$ cat src/rtl/bcd_timer_pkg.sv
// bcd_timer_pkg: shared types and helpers for the BCD timer controller.
//   state_e       - controller FSM encoding
//   BCD_MAX       - largest legal decimal digit
//   is_valid_bcd  - true when a nibble holds a legal decimal digit
package bcd_timer_pkg;

    typedef enum logic [1:0] {
        ST_IDLE   = 2'd0,
        ST_RUN    = 2'd1,
        ST_PAUSED = 2'd2,
        ST_DONE   = 2'd3
    } state_e;

    localparam logic [3:0] BCD_MAX = 4'd9;

    function automatic logic is_valid_bcd(input logic [3:0] d);
        return (d <= BCD_MAX);
    endfunction

endpackage

$ cat src/rtl/bcd_digit.sv
// bcd_digit: combinational single-digit decade step.
//   en     - step this digit (all lower digits wrapped)
//   up     - 1 = increment, 0 = decrement
//   d_in   - current digit value
//   d_next - stepped digit value (d_in when en is low)
//   wrap   - carry (up, 9->0) or borrow (down, 0->9) out; only when en
module bcd_digit
    import bcd_timer_pkg::*;
(
    input  logic       en,
    input  logic       up,
    input  logic [3:0] d_in,
    output logic [3:0] d_next,
    output logic       wrap
);

    always_comb begin
        d_next = d_in;
        wrap   = 1'b0;
        if (en) begin
            if (up) begin
                if (d_in >= BCD_MAX) begin
                    d_next = 4'd0;
                    wrap   = 1'b1;
                end else begin
                    d_next = d_in + 4'd1;
                end
            end else begin
                if (d_in == 4'd0) begin
                    d_next = BCD_MAX;
                    wrap   = 1'b1;
                end else begin
                    d_next = d_in - 4'd1;
                end
            end
        end
    end

endmodule

$ cat src/rtl/bcd_timer_ctrl.sv
// bcd_timer_ctrl: loadable stopwatch / countdown timer over NDIGITS BCD digits.
//   clk, rst  - clock, synchronous active-high reset
//   tick      - prescaled count-enable strobe
//   mode_up   - direction captured on an accepted load (1 = up to limit)
//   preset    - BCD load value, digit 0 in [3:0]
//   load/start/pause/clear - front-panel commands (priority clear > load > pause > start > tick)
//   count     - registered BCD count
//   running   - state is RUN
//   done      - one-cycle pulse when the terminal value is reached
//   err       - one-cycle pulse when a load is rejected for an illegal digit
module bcd_timer_ctrl
    import bcd_timer_pkg::*;
#(
    parameter int NDIGITS = 4
) (
    input  logic                   clk,
    input  logic                   rst,
    input  logic                   tick,
    input  logic                   mode_up,
    input  logic [4*NDIGITS-1:0]   preset,
    input  logic                   load,
    input  logic                   start,
    input  logic                   pause,
    input  logic                   clear,
    output logic [4*NDIGITS-1:0]   count,
    output logic                   running,
    output logic                   done,
    output logic                   err
);

    typedef logic [NDIGITS-1:0][3:0] bcd_t;

    state_e state_q, state_d;
    bcd_t   count_q, count_d;
    bcd_t   limit_q, limit_d;
    logic   mode_q,  mode_d;
    logic   done_q,  done_d;
    logic   err_q,   err_d;

    bcd_t               preset_bcd;
    bcd_t               count_step;
    logic [NDIGITS-1:0] dig_en;
    logic [NDIGITS-1:0] dig_wrap;
    logic               preset_ok;
    logic               term_cur;
    logic               term_step;

    assign preset_bcd = preset;

    // Ripple chain: digit k steps only when every lower digit wrapped.
    assign dig_en[0] = 1'b1;
    for (genvar k = 0; k < NDIGITS; k++) begin : g_digit
        if (k > 0) begin : g_en
            assign dig_en[k] = dig_wrap[k-1];
        end
        bcd_digit u_digit (
            .en     (dig_en[k]),
            .up     (mode_q),
            .d_in   (count_q[k]),
            .d_next (count_step[k]),
            .wrap   (dig_wrap[k])
        );
    end

    always_comb begin
        preset_ok = 1'b1;
        for (int i = 0; i < NDIGITS; i++) begin
            if (!is_valid_bcd(preset_bcd[i])) preset_ok = 1'b0;
        end
    end

    assign term_cur  = mode_q ? (count_q == limit_q)    : (count_q == '0);
    assign term_step = mode_q ? (count_step == limit_q) : (count_step == '0);

    // State register
    always_ff @(posedge clk) begin
        if (rst) begin
            state_q <= ST_IDLE;
            count_q <= '0;
            limit_q <= '0;
            mode_q  <= 1'b0;
            done_q  <= 1'b0;
            err_q   <= 1'b0;
        end else begin
            state_q <= state_d;
            count_q <= count_d;
            limit_q <= limit_d;
            mode_q  <= mode_d;
            done_q  <= done_d;
            err_q   <= err_d;
        end
    end

    // Next-state logic. A load in RUN is ignored and falls through to the
    // lower-priority commands; an asserted pause always consumes the cycle,
    // so a held pause keeps start from resuming.
    always_comb begin
        state_d = state_q;
        count_d = count_q;
        limit_d = limit_q;
        mode_d  = mode_q;
        done_d  = 1'b0;
        err_d   = 1'b0;
        if (clear) begin
            state_d = ST_IDLE;
            count_d = '0;
            limit_d = '0;
        end else if (load && state_q != ST_RUN) begin
            if (!preset_ok) begin
                err_d = 1'b1;
            end else begin
                state_d = ST_IDLE;
                mode_d  = mode_up;
                if (mode_up) begin
                    limit_d = preset_bcd;
                    count_d = '0;
                end else begin
                    count_d = preset_bcd;
                end
            end
        end else if (pause) begin
            if (state_q == ST_RUN) state_d = ST_PAUSED;
        end else if (start && (state_q == ST_IDLE || state_q == ST_PAUSED)) begin
            if (term_cur) begin
                state_d = ST_DONE;
                done_d  = 1'b1;
            end else begin
                state_d = ST_RUN;
            end
        end else if (tick && state_q == ST_RUN && !dig_wrap[NDIGITS-1]) begin
            // A whole-chain wrap is unreachable because counting stops at the
            // terminal value; the guard just keeps a corrupted count bounded.
            count_d = count_step;
            if (term_step) begin
                state_d = ST_DONE;
                done_d  = 1'b1;
            end
        end
    end

    // Outputs
    always_comb begin
        count   = count_q;
        running = (state_q == ST_RUN);
        done    = done_q;
        err     = err_q;
    end

endmodule

$ cat config.mk
export PLATFORM = sky130hd
export DESIGN_NAME = bcd_timer_ctrl
export DESIGN_NICKNAME = d
export VERILOG_FILES = /design/src/rtl/bcd_timer_pkg.sv /design/src/rtl/bcd_digit.sv /design/src/rtl/bcd_timer_ctrl.sv
export SDC_FILE = /design/constraint.sdc
export NUM_CORES = 1
export LEC_CHECK = 0
export ABC_CLOCK_PERIOD_IN_PS = 5300
export CORE_UTILIZATION = 58
export CTS_BUF_LIST = sky130_fd_sc_hd__clkbuf_8
export DETAILED_ROUTE_END_ITERATION = 6
export PLACE_DENSITY = 0.92
export SYNTH_ARGS = -nofsm -noshare
export SYNTH_HDL_FRONTEND = slang
export SYNTH_HIERARCHICAL = 1
export SYNTH_SLANG_ARGS = --single-unit
$ cat constraint.sdc
create_clock -name clk -period 5.3 [get_ports clk]
set_input_delay 1.06 -clock clk [delete_from_list [all_inputs] [get_ports clk]]
set_output_delay 1.06 -clock clk [all_outputs]
set_load 0.02 [all_outputs]
==> flow_summary.toml <==
[worst_setup_path]
r2r-start = "count[0]"
cp_data_arrival_time_ns = 4.91
path_class = "flop to flop"
r2r_end = "state_q[0]"
rrSetupSlack_ns = 0.59
required_ns = 5.50
rr_worst_depth = 19
cp_max_fo = 10
end_kind = "flop"
cp-start-kind = "flop"

[pwr]
power_w = 0.000676
power_leakage_nw = 1.46
ir_worst_vdd_mv = 0.227
p_per_area_mw_per_mm2 = 185

[global_routing]
grt_pass1_wl_mm = 14.3
grt_pass1_vias = 2862
grt_max_degree = 37
grtUsageTotal_pct = 30.2
antenna_found_initial = 0
grt.overflow.total = 0

[clock_tree]
htreeDepth = 2
cts_tree = "yes"
clk_latency_ns = 0.29
clock_tree.root_cell = "clkbuf_8"
clock_sinks = 37
numCtsBuffers = 5
clock_path_buffers = 2
clk_pin_slew_ns = 0.07
postCtsHoldBufs = 0

[synthesis]
synth_cell_types = 47
synth.avg_cell_area_um2 = 8.30
synth_fp_nets = 427
ys_async_sr_fraction_pct = 0
netlist_area_mm2 = 0.00321
synth-seq-cells = 37
synthFlopType = "dfxtp_1"
ys_seq_area_share_pct = 23.1
ys_warn_count = 6
synth-edff-count = 0
synthCells = 387

[layout]
syn2layout_area_growth_pct = 13.8
final_common_cell = "nor2_1"
layout_common_cells = "nor2_1, clkdlybuf4s50_1, dfxtp_1, mux2i_1, nor3b_1"
n_antenna_cell = 0
nets = 452
fin_util_pct = 70.2
layout-drive-gt1-share_pct = 9.93

[run]
maxCapViolCount = 0

[placed_design]
place_ws_ns = 0.376
numPortBuffers = 42
hpwl_mm = 6.39
place_congestion = 0.956

[timing]
setup_viol = 0
report.final.slew_viol_count = 0
worst_pin_slew_ns = 1.05
fmax_ghz = 0.212
rsz0062_at_grt = "no"
hold_viol_final = 0
setup_slack_ns = 0.588
fin_skew_ns = 0.00452
slew_headroom_pct = 30.0
fin_crit_ns = 4.71
layout_worst_path_cycle_share_pct = 88.9
fin_setup_tns_ns = 0

[floorplan]
die_y_um = 76.4
pin_count = 43
num_rows = 26
dieArea_mm2 = 0.00584
die_width_um = 76.4
fp.coreArea_mm2 = 0.00520
start_util_pct = 61.7

[routing]
drt_iter0_drc = 247
ant_nets = 0
dr.pass1.iters = 5
wl_per_cell_um = 17.9
vias = 3150
drc = 0
wl_mm = 8.65
vias_per_cell = 6.52

[worst_hold_path]
hold_depth = 2
hold_end = "state_q[1]"
holdCritPathClass = "flop to flop"
min_from = "state_q[1]"

[status]
status = "complete, no violations"
## cells in the mapped netlist (2+ instances only)
library cell  instances  area [um^2]
or3b_4                4         45.0
nand2_1               8         30.0
ha_1                 16          200
buf_6                 8         90.1
a211oi_1             16          120
xnor2_1              16          140
nor4_1               14         87.6
a31o_2                8         70.1
or2_2                 5         31.3
and2b_2               4         35.0
a21oi_1              20          100
nand3b_1              4         30.0
or4b_1                4         40.0
inv_1                19         71.3
nand4_1               6         37.5
o21ai_1               2         10.0
a221o_1               5         50.1
buf_1                 3         11.3
nor2_1               49          184
nor3b_1              21          158
nor4b_1               4         35.0
a2111oi_0             8         70.1
dfxtp_1              37          741
clkbuf_1              8         30.0
a311o_1               4         40.0
a21boi_2              4         45.0
xor2_1               16          140
mux2i_1              22          220
o22ai_1               4         25.0
nand2b_1              6         37.5
buf_2                 6         30.0
nand3_1               9         45.0
o21ai_0              10         50.1
o32ai_1               4         35.0
## layout make-up
class | count | area [um^2]
Clock buffer | 5 | 68.8
Multi-Input combinational cell | 305 | 2230
Clock inverter | 3 | 13.8
Tap cell | 70 | 87.6
Fill cell | 428 | 1550
Sequential cell | 37 | 741
Inverter | 19 | 71.3
Timing Repair Buffer | 44 | 435
## through the flow
step / instance area, um^2 / cells / hold slack, ns
floorplan: 3210 / 387 / 0.446
global placement: 3560 / 475 / 0.469
detailed placement: 3560 / 475 / 0.497
CTS: 3650 / 483 / 0.505
global route: 3650 / 483 / 0.541
finish: 3650 / 483 / 0.511
## cells by family after synthesis
kind of cell,count (synthesis),share of synthesized area [%]
other,1,0.117
AOI/OAI and AO/OA,91,21.6
muxes,23,7.21
buffers and inverters,45,7.48
xor gates and xnor gates,32,8.73
DFF,37,23.1
adders and majority gates,16,6.24
and+or+nand+nor,142,25.5
## routing by layer
layer / share of wire [%] / vias up / global-route usage [%] / wire (um)
met3: 8.6 / 24 / 4.79 / 746
met2: 47 / 172 / 49.4 / 4100
met5: 0 / - / 0 / 0
met4: 2.0 / 0 / 9.04 / 170
li1: - / 1478 / - / -
met1: 42 / 1476 / 40.8 / 3630
## power breakdown
group	switching [W]	internal [W]	leakage [nW]
clock	0.000102	0.0000892	0.0491
sequential	0.0000124	0.000283	0.299
combinational	0.000106	0.0000840	1.11
## what timing repair did
action                     4_1_cts  5_1_grt
gates resized for setup          0        2
setup buffers                    0        0
setup endpoints to repair        0        3
## worst max-delay path: stages (launching register included)
cell	delay (ns)
dfxtp_1	0.53
inv_1	0.17
ha_1	0.26
or3b_4	0.25
a21boi_2	0.09
nor2_2	0.33
o21ai_0	0.18
nor2_1	0.11
buf_4	0.17
o21ai_0	0.11
nor2_2	0.30
nand2b_1	0.14
a2111oi_0	0.40
a221o_1	0.24
xor2_1	0.08
nor4_1	0.27
nand4_1	0.17
a2111oi_4	0.42
o31ai_2	0.14
a221oi_2	0.26
## worst max path at each step
stage / slack, ns / to / cells after the start / from
floorplan: 1.19 / state_q[0] / 21 / count[0]
global placement: 0.70 / state_q[0] / 19 / count[0]
detailed placement: 0.38 / state_q[0] / 19 / count[0]
CTS: 0.35 / state_q[0] / 19 / count[0]
global route: 0.15 / state_q[0] / 19 / count[0]
finish: 0.59 / state_q[0] / 19 / count[0]
## state kept, by name, indices dropped and copies added (netlist names)
register and count:
err 1, limit_q 16, mode_q 1, done 1
state_q 2, count 16
Power figures use the tool's default switching activity.
